## src/rtl/pc_gen_pkg.sv

```systemverilog
// pc_gen shared types: fetch FSM states and the alignment-mask helper.
// Optional feature macro used by pc_gen: PC_MISALIGN_TRAP_EN.
package pc_pkg;

    typedef enum logic {
        PC_IDLE = 1'b0,
        PC_RUN  = 1'b1
    } pc_state_e;

    // Low-bit mask of an instruction slot (INSTR_BYTES is a power of two).
    function automatic int unsigned align_mask(input int unsigned bytes);
        return bytes - 1;
    endfunction

endpackage

```

## src/rtl/pc_gen_redirect_buf.sv

```systemverilog
// One-entry redirect holding buffer for pc_gen.
// Keeps a redirect that arrives while fetch cannot advance.
module pc_redirect_buf #(
    parameter int unsigned XLEN = 32
) (
    input  logic            clk_i,
    input  logic            rst_i,
    input  logic            set_i,
    input  logic [XLEN-1:0] target_i,
    input  logic            consume_i,
    input  logic            clear_i,
    output logic            pending_o,
    output logic [XLEN-1:0] target_o
);

    logic            pend_q;
    logic [XLEN-1:0] tgt_q;

    // Clear beats set (latest target wins); consume drops a used entry.
    always_ff @(posedge clk_i or posedge rst_i) begin
        if (rst_i) begin
            pend_q <= 1'b0;
            tgt_q  <= '0;
        end else if (clear_i) begin
            pend_q <= 1'b0;
        end else if (set_i) begin
            pend_q <= 1'b1;
            tgt_q  <= target_i;
        end else if (consume_i) begin
            pend_q <= 1'b0;
        end
    end

    assign pending_o = pend_q;
    assign target_o  = tgt_q;

endmodule

```

## src/rtl/pc_gen.sv

```systemverilog
// IF-stage program-counter generator with stall-safe redirects.
// Define PC_MISALIGN_TRAP_EN to trap misaligned redirect targets.
module pc_gen
    import pc_pkg::*;
#(
    parameter int unsigned     XLEN        = 32,
    parameter int unsigned     INSTR_BYTES = 4,
    parameter logic [XLEN-1:0] RESET_VEC   = '0,
    parameter logic [XLEN-1:0] TRAP_VEC    = XLEN'(32'h0000_0100)
) (
    input  logic            clk_i,
    input  logic            rst_i,
    input  logic            start_i,
    input  logic            stall_i,
    input  logic            pcwrite_i,
    input  logic            fetch_ready_i,
    input  logic            flush_i,
    input  logic [XLEN-1:0] flush_pc_i,
    output logic [XLEN-1:0] pc_o,
    output logic            pc_valid_o,
    output logic            misalign_o,
    output logic [XLEN-1:0] badaddr_o
);

    localparam logic [XLEN-1:0] LOW_MASK = XLEN'(align_mask(INSTR_BYTES));
    localparam logic [XLEN-1:0] STEP     = XLEN'(INSTR_BYTES);

    pc_state_e       state_q;
    logic [XLEN-1:0] pc_q;
    logic            valid_q;
    logic            running;
    logic            advance;
    logic            pend;
    logic [XLEN-1:0] pend_tgt;
    logic            use_tgt;
    logic [XLEN-1:0] tgt;
    logic [XLEN-1:0] pc_d;
`ifdef PC_MISALIGN_TRAP_EN
    logic            trap_d;
    logic            misalign_q;
    logic [XLEN-1:0] badaddr_q;
`endif

    // Advance qualifier and next-PC selection: flush, then pending, then +step.
    always_comb begin
        running = (state_q == PC_RUN);
        advance = running & start_i & ~stall_i & pcwrite_i & fetch_ready_i;
        use_tgt = flush_i | pend;
        tgt     = flush_i ? flush_pc_i : pend_tgt;
        pc_d    = pc_q + STEP;
`ifdef PC_MISALIGN_TRAP_EN
        trap_d  = 1'b0;
        if (use_tgt) begin
            if ((tgt & LOW_MASK) != '0) begin
                trap_d = 1'b1;
                pc_d   = TRAP_VEC;
            end else begin
                pc_d   = tgt;
            end
        end
`else
        if (use_tgt) begin
            pc_d = tgt & ~LOW_MASK;
        end
`endif
    end

    pc_redirect_buf #(
        .XLEN (XLEN)
    ) u_redirect_buf (
        .clk_i     (clk_i),
        .rst_i     (rst_i),
        .set_i     (running & start_i & flush_i & ~advance),
        .target_i  (flush_pc_i),
        .consume_i (advance),
        .clear_i   (~running | ~start_i),
        .pending_o (pend),
        .target_o  (pend_tgt)
    );

    // Fetch FSM with registered PC, valid and trap outputs.
    always_ff @(posedge clk_i or posedge rst_i) begin
        if (rst_i) begin
            state_q    <= PC_IDLE;
            pc_q       <= RESET_VEC;
            valid_q    <= 1'b0;
`ifdef PC_MISALIGN_TRAP_EN
            misalign_q <= 1'b0;
            badaddr_q  <= '0;
`endif
        end else begin
`ifdef PC_MISALIGN_TRAP_EN
            misalign_q <= 1'b0;
`endif
            unique case (state_q)
                PC_IDLE: begin
                    pc_q    <= RESET_VEC;
                    valid_q <= start_i;
                    if (start_i) begin
                        state_q <= PC_RUN;
                    end
                end
                PC_RUN: begin
                    if (!start_i) begin
                        state_q <= PC_IDLE;
                        pc_q    <= RESET_VEC;
                        valid_q <= 1'b0;
                    end else if (advance) begin
                        pc_q <= pc_d;
`ifdef PC_MISALIGN_TRAP_EN
                        if (trap_d) begin
                            misalign_q <= 1'b1;
                            badaddr_q  <= tgt;
                        end
`endif
                    end
                end
                default: begin
                    state_q <= PC_IDLE;
                    pc_q    <= RESET_VEC;
                    valid_q <= 1'b0;
                end
            endcase
        end
    end

    assign pc_o       = pc_q;
    assign pc_valid_o = valid_q;
`ifdef PC_MISALIGN_TRAP_EN
    assign misalign_o = misalign_q;
    assign badaddr_o  = badaddr_q;
`else
    assign misalign_o = 1'b0;
    assign badaddr_o  = '0;
`endif

endmodule

```

## config.mk

```make
export PLATFORM = sky130hd
export DESIGN_NAME = pc_gen
export DESIGN_NICKNAME = d
export VERILOG_FILES = /design/src/rtl/pc_gen_pkg.sv /design/src/rtl/pc_gen_redirect_buf.sv /design/src/rtl/pc_gen.sv
export SDC_FILE = /design/constraint.sdc
export NUM_CORES = 1
export LEC_CHECK = 0
export CAP_MARGIN = 30
export CORE_MARGIN = 3
export CORE_UTILIZATION = 52
export CTS_CLUSTER_SIZE = 28
export DETAILED_ROUTE_END_ITERATION = 10
export GPL_ROUTABILITY_DRIVEN = 0
export PLACE_DENSITY = 0.88
export SLEW_MARGIN = 15
export SYNTH_ARGS = -nofsm -noshare
export SYNTH_HDL_FRONTEND = slang
export SYNTH_SLANG_ARGS = --single-unit
```

## constraint.sdc

```tcl
create_clock -name clk_i -period 4.3 [get_ports clk_i]
set_clock_uncertainty 0.05 [all_clocks]
set_input_delay 0.86 -clock clk_i [delete_from_list [all_inputs] [get_ports clk_i]]
set_output_delay 0.86 -clock clk_i [all_outputs]
set_load 0.01 [all_outputs]
```

# [Word-level counts from Yosys, hierarchy flattened]
# Cells that the tools add are included.
# W data, S select, Z words.
[totals] register_bits=67 input_bits=39 output_inout_bits=66 elab_cells=34
[classes] add_sub_neg=1 n_eq_ne=2 muxes=11 bitwise_logic=13 reduce_logical=2
[ops] operator="$mux W32" count=4
[ops] operator="$pmux W32 S2" count=1
[ops] operator="$add A32 B3 Y32 const B" count=1
[ops] operator="$and A1 B1 Y1" count=6
[ops] operator="$mux W1" count=5
[ops] operator="$not A1 Y1" count=5
[ops] operator="$ne A3 B2 Y1 const B" count=1
[ops] operator="$reduce_bool A3 Y1" count=1
[ops] operator="$ne A2 B2 Y1 const B" count=1
[ops] operator="$or A1 B1 Y1" count=2
[ops] operator="$pmux W1 S2" count=1
[ops] operator="$reduce_and A2 Y1" count=1

# [Longest topological paths before layout]
[depth] depth_word=8 depth_mapped=8 ltp_nobuf=6

# [Modules after synthesis]
# Synthesis repeated with hierarchy kept, for this count alone.
[hier_totals] cells_unflattened=384 area_unflattened_um2=3907.5
[modules_own_cells] mod="pc_gen" n_inst=1 cells_per_inst=310 area_each_um2=2504.9 seq_area_each_um2=800.8
[modules_own_cells] mod="pc_redirect_buf" n_inst=1 cells_per_inst=74 area_each_um2=1402.6 seq_area_each_um2=825.8

# [Least setup slack after synthesis]
# Ideal clock, no wire load.
[synth_timing] path_kind="input to register" start="in start_i" end="reg u_redirect_buf.tgt_q[10] (netlist: u_redirect_buf.target_o[10])" setup_time_ps=125 arrival_ps=2032 t_required_ps=4125 path_slack_ps=2093 cell_stages=6 path_buffers=2 path_cell_list="and2_0 and2_1 clkbuf_1 nand2_1 buf_2 mux2_2"
[synth_via] elab_chain_cells=7 elab_cells_between_ends=11 cone_classes="bitwise (10); reduce/logical (1)"
[synth_lines] item="start: declaration" line_no="pc_gen.sv:13" text="input logic start_i,"
[synth_lines] item="$and A1 B1 Y1" line_no="pc_gen.sv:47, pc_gen.sv:73"
[synth_lines] item="$and A1 B1 Y1 (3 in a row)" line_no="pc_gen.sv:47" text="advance = running & start_i & ~stall_i & pcwrite_i & fetch_ready_i;"
[synth_lines] item="$not A1 Y1" line_no="pc_gen.sv:73" text=".set_i (running & start_i & flush_i & ~advance),"
[synth_lines] item="$and A1 B1 Y1" line_no="pc_gen.sv:73"
[synth_lines] item="$reduce_and A2 Y1 (no line) (*)"
[synth_lines] item="end signal: assignment" line_no="pc_gen_redirect_buf.sv:28" text="tgt_q <= target_i;"
[synth_lines] item="end: declaration" line_no="pc_gen_redirect_buf.sv:17" text="logic [XLEN-1:0] tgt_q;"
# Mark *: on every way between the ends. The rest lies on a longest branch, timed or not.
# A chain may end at the register's enable or synchronous reset.

# [Final worst setup path]
[layout_timing] start="in start_i" end="reg pc_q[28] (netlist: pc_o[28])"
[layout_via] elab_chain_cells=5 elab_cells_between_ends=7 cone_classes="eq/ne (1); mux (2); bitwise (4)"
[layout_lines] item="$and A1 B1 Y1 (4 in a row)" line_no="pc_gen.sv:47"
[layout_lines] item="$ne A3 B2 Y1 (no line)"
[layout_lines] item="end signal: assignment" line_no="pc_gen.sv:109" text="pc_q <= pc_d;"
[layout_lines] item="end: declaration" line_no="pc_gen.sv:29" text="logic [XLEN-1:0] pc_q;"
# Several ways; a longest one is shown, not always the timed one.

==> reports/metrics.cfg <==
[power]
switchingPower_w=0.0003779
clockPowerShare_pct=39.7
vdd_drop_max_mv=0.2012
p_per_area_nw_per_um2=329.6
pwr-share-comb_pct=13.9
pwr-share-seq_pct=46.4
p_leak_nw=1.831
totalPowerFinal_w=0.001499
intPower_w=0.001121
p_sw_share_pct=25.21

[finish]
fin_cells=550
multi_input_area_um2=1863
fill_cells=537
ff_latch_area_um2=1577
area_growth_syn_to_layout_pct=22.18
antenna_cells=0
nets=489
drive_gt1_share_pct=12.11

[cts]
clk_latency_ps=360
clkSinkCount=63
postCtsSetupBuffers=0
cts_made_buffers=9
root_buffer=clkbuf_8
clk_pin_slew_worst_paths_ps=70
postCtsHoldBufs=0
cts_buffer_depth=2
cts_tree=yes
cts_max_level=3
cts_resized=0

[worst_setup_path]
r2r-end=pc_o[31]
path_class=input pin to register
end_kind=register
reg2reg_depth=5
start_kind=input pin
required_ps=4520
regToRegSetupSlack_ps=1840
arrival_ps=3040
timing.rr.start=pc_o[12]
cp_max_fo=16

[synth]
ys_async_sr_fraction_pct=100.0
synth-seq-area-share_pct=42.35
synth_top_cell_by_area=dfrtp_1
netlist_area_um2=3722
yosysTopAreaCellShare_pct=42.35
yosys_warnings=0
syn_inst=388
ys_ff_latch=63
ys_types=48
avgSynthCellArea_um2=9.594
synth_edf_count=0
synthTopCellsByArea=dfrtp_1 (42%), mux2_2 (9.1%), buf_4 (7.1%)
synthFlopType=dfrtp_1

[detailed_routing]
viasPerCell=6.165
vias=3391
drc=0
drt-pass1-iter-count=5
wire_per_inst_um=18.52
ant_nets=0
first_iter_violations=372
wirelength_mm=10.19

[worst_hold_path]
hold_depth=1
worstHoldEndpoint=pc_valid_o
hold_path.startpoint=running
min_path_type=register to register

[outcome]
outcome=finished, final reports clean

[floorplanning]
die_width_um=90.61
dieArea_um2=8209
rows=30
boundaryPins=105
die_h_um=90.61
start_util_pct=54.19
core_area_um2=6869

[timing]
setup_viol=0
fmax_mhz=354.6
hold_viol=0
fin_crit_ps=2820
finalMaxSlewViolations=0
worst_pin_slew_ps=988.3
setup_tns_ps=0
slew_headroom_pct=34.11
fin_crit_sh_pct=65.58
rsz0062_at_grt=no

[global_routing]
grt_pass1_vias=3280
grt_pass1_wl_mm=16.28
grt_max_degree=39
antenna_found_initial=0
track_usage_pct=24.71
overflow=0

[placed_design]
dpl.cell_count=534
portBuffers=67
dpl.hpwl_mm=6.874

[job]
max_cap_violations=0

layer usage:
| metal | up-vias | track usage [%] | share of wire (%) |
|---|---|---|---|
| li1 | 1501 | - | - |
| met1 | 1626 | 30.03 | 38 |
| met2 | 231 | 41.01 | 49 |
| met3 | 33 | 6.500 | 10 |
| met4 | 0 | 11.22 | 2.3 |
| met5 | - | 0 | 0 |
state kept, by name, indices dropped and copies added (netlist names):
signal / cells
running: 1
u_redirect_buf.target_o: 30
u_redirect_buf.pending_o: 1
pc_o: 30
pc_valid_o: 1
per-stage QoR:
stage          util (%)  area (µm²)  worst slack [ps]  hold WS (ps)
3_3_place_gp      62.95        4324              1306         386.0
5_1_grt           66.21        4548              1309         444.2
3_5_place_dp      62.95        4324              1196         401.1
6_report          66.21        4548              1480         409.4
2_1_floorplan         -        3850              1820         371.9
4_1_cts           66.21        4548              1533         410.4
worst max path at each step:
stage	to	depth (start not counted)	slack, ps	startpoint
after floorplan	pc_o[10]	1	1820	rst_i
after global placement	pc_o[23]	6	1310	start_i
after detailed placement	pc_o[24]	6	1200	start_i
after CTS	pc_o[28]	6	1530	start_i
after global routing	pc_o[23]	6	1310	start_i
final	pc_o[28]	6	1480	start_i
synthesized netlist by cell type, drive strengths merged, types with 2 or more instances:
| cell type | number |
|---|---|
| nor3b | 2 |
| dfrtp | 63 |
| nor4 | 8 |
| or3 | 4 |
| o21a | 2 |
| o41ai | 5 |
| o2bb2ai | 16 |
| o31ai | 3 |
| mux2 | 30 |
| o22ai | 9 |
| a21boi | 3 |
| and2 | 4 |
| o31a | 6 |
| buf | 41 |
| o2111a | 2 |
| inv | 15 |
| nand2b | 3 |
| a22o | 5 |
| nor3 | 4 |
| and3 | 2 |
| nand2 | 26 |
| or2 | 2 |
| a21oi | 15 |
| nand3 | 11 |
| o221ai | 13 |
| clkbuf | 15 |
| a21o | 3 |
| and4 | 5 |
| o21ai | 31 |
| nand4 | 7 |
| nor2 | 23 |
| a211o | 2 |
cell families (layout without fill, tap and decap cells):
kind of cell	after synthesis	count (layout)	share of synthesized area, %
muxes	31	31	9.344
xor gates and xnor gates	1	1	0.2353
other	1	35	0.1007
adders and majority gates	1	1	0.3361
and+or+nand+nor	103	103	14.32
AOI/OAI and AO/OA	117	117	22.29
buffers and inverters	71	103	11.02
DFF	63	63	42.35
layout by cell type (no fill, tap or decap), types with 3 or more instances in the layout:
| cell type | count |
|---|---|
| clkdlybuf4s50_1 | 67 |
| dfrtp_1 | 63 |
| conb_1 | 35 |
| o21ai_0 | 31 |
| mux2_2 | 30 |
| nand2_1 | 26 |
| nor2_1 | 23 |
| o2bb2ai_1 | 16 |
| a21oi_1 | 15 |
| inv_1 | 14 |
| o221ai_1 | 13 |
| nand3_1 | 11 |
| clkbuf_8 | 11 |
| o22ai_1 | 9 |
| nor4_1 | 8 |
| o31a_1 | 6 |
| nand4_1 | 6 |
| a22o_1 | 5 |
| and4_1 | 5 |
| buf_4 | 5 |
| nor3_1 | 4 |
| o41ai_1 | 4 |
| and2_1 | 3 |
| nand2b_1 | 3 |
| a21boi_0 | 3 |
| a21o_1 | 3 |
| or3_1 | 3 |
| o31ai_1 | 3 |
critical path, cell delays in order:
cell,delay [ps]
clkdlybuf4s50_1,490
and2_0,270
and2_1,590
o221ai_1,300
o21ai_0,340
o2bb2ai_1,180
power by group through the flow:
stage                     Clock [W]  Combinational (W)  Sequential, W
after floorplan                   0           0.000154       0.000694
after global placement            0           0.000196       0.000698
after detailed placement          0           0.000205       0.000704
after CTS                  0.000595           0.000207       0.000693
after global routing       0.000623           0.000226       0.000701
final                      0.000595           0.000208       0.000696
layout make-up:
cell class	count	share of cell area [%]
sequential	63	34.66
inverter	15	1.238
clock inverter	3	1.431
clock buffer	13	3.494
tap	96	2.641
multi-input combinational	288	40.96
timing repair buffer	72	15.57
Power figures use the tool's default switching activity.
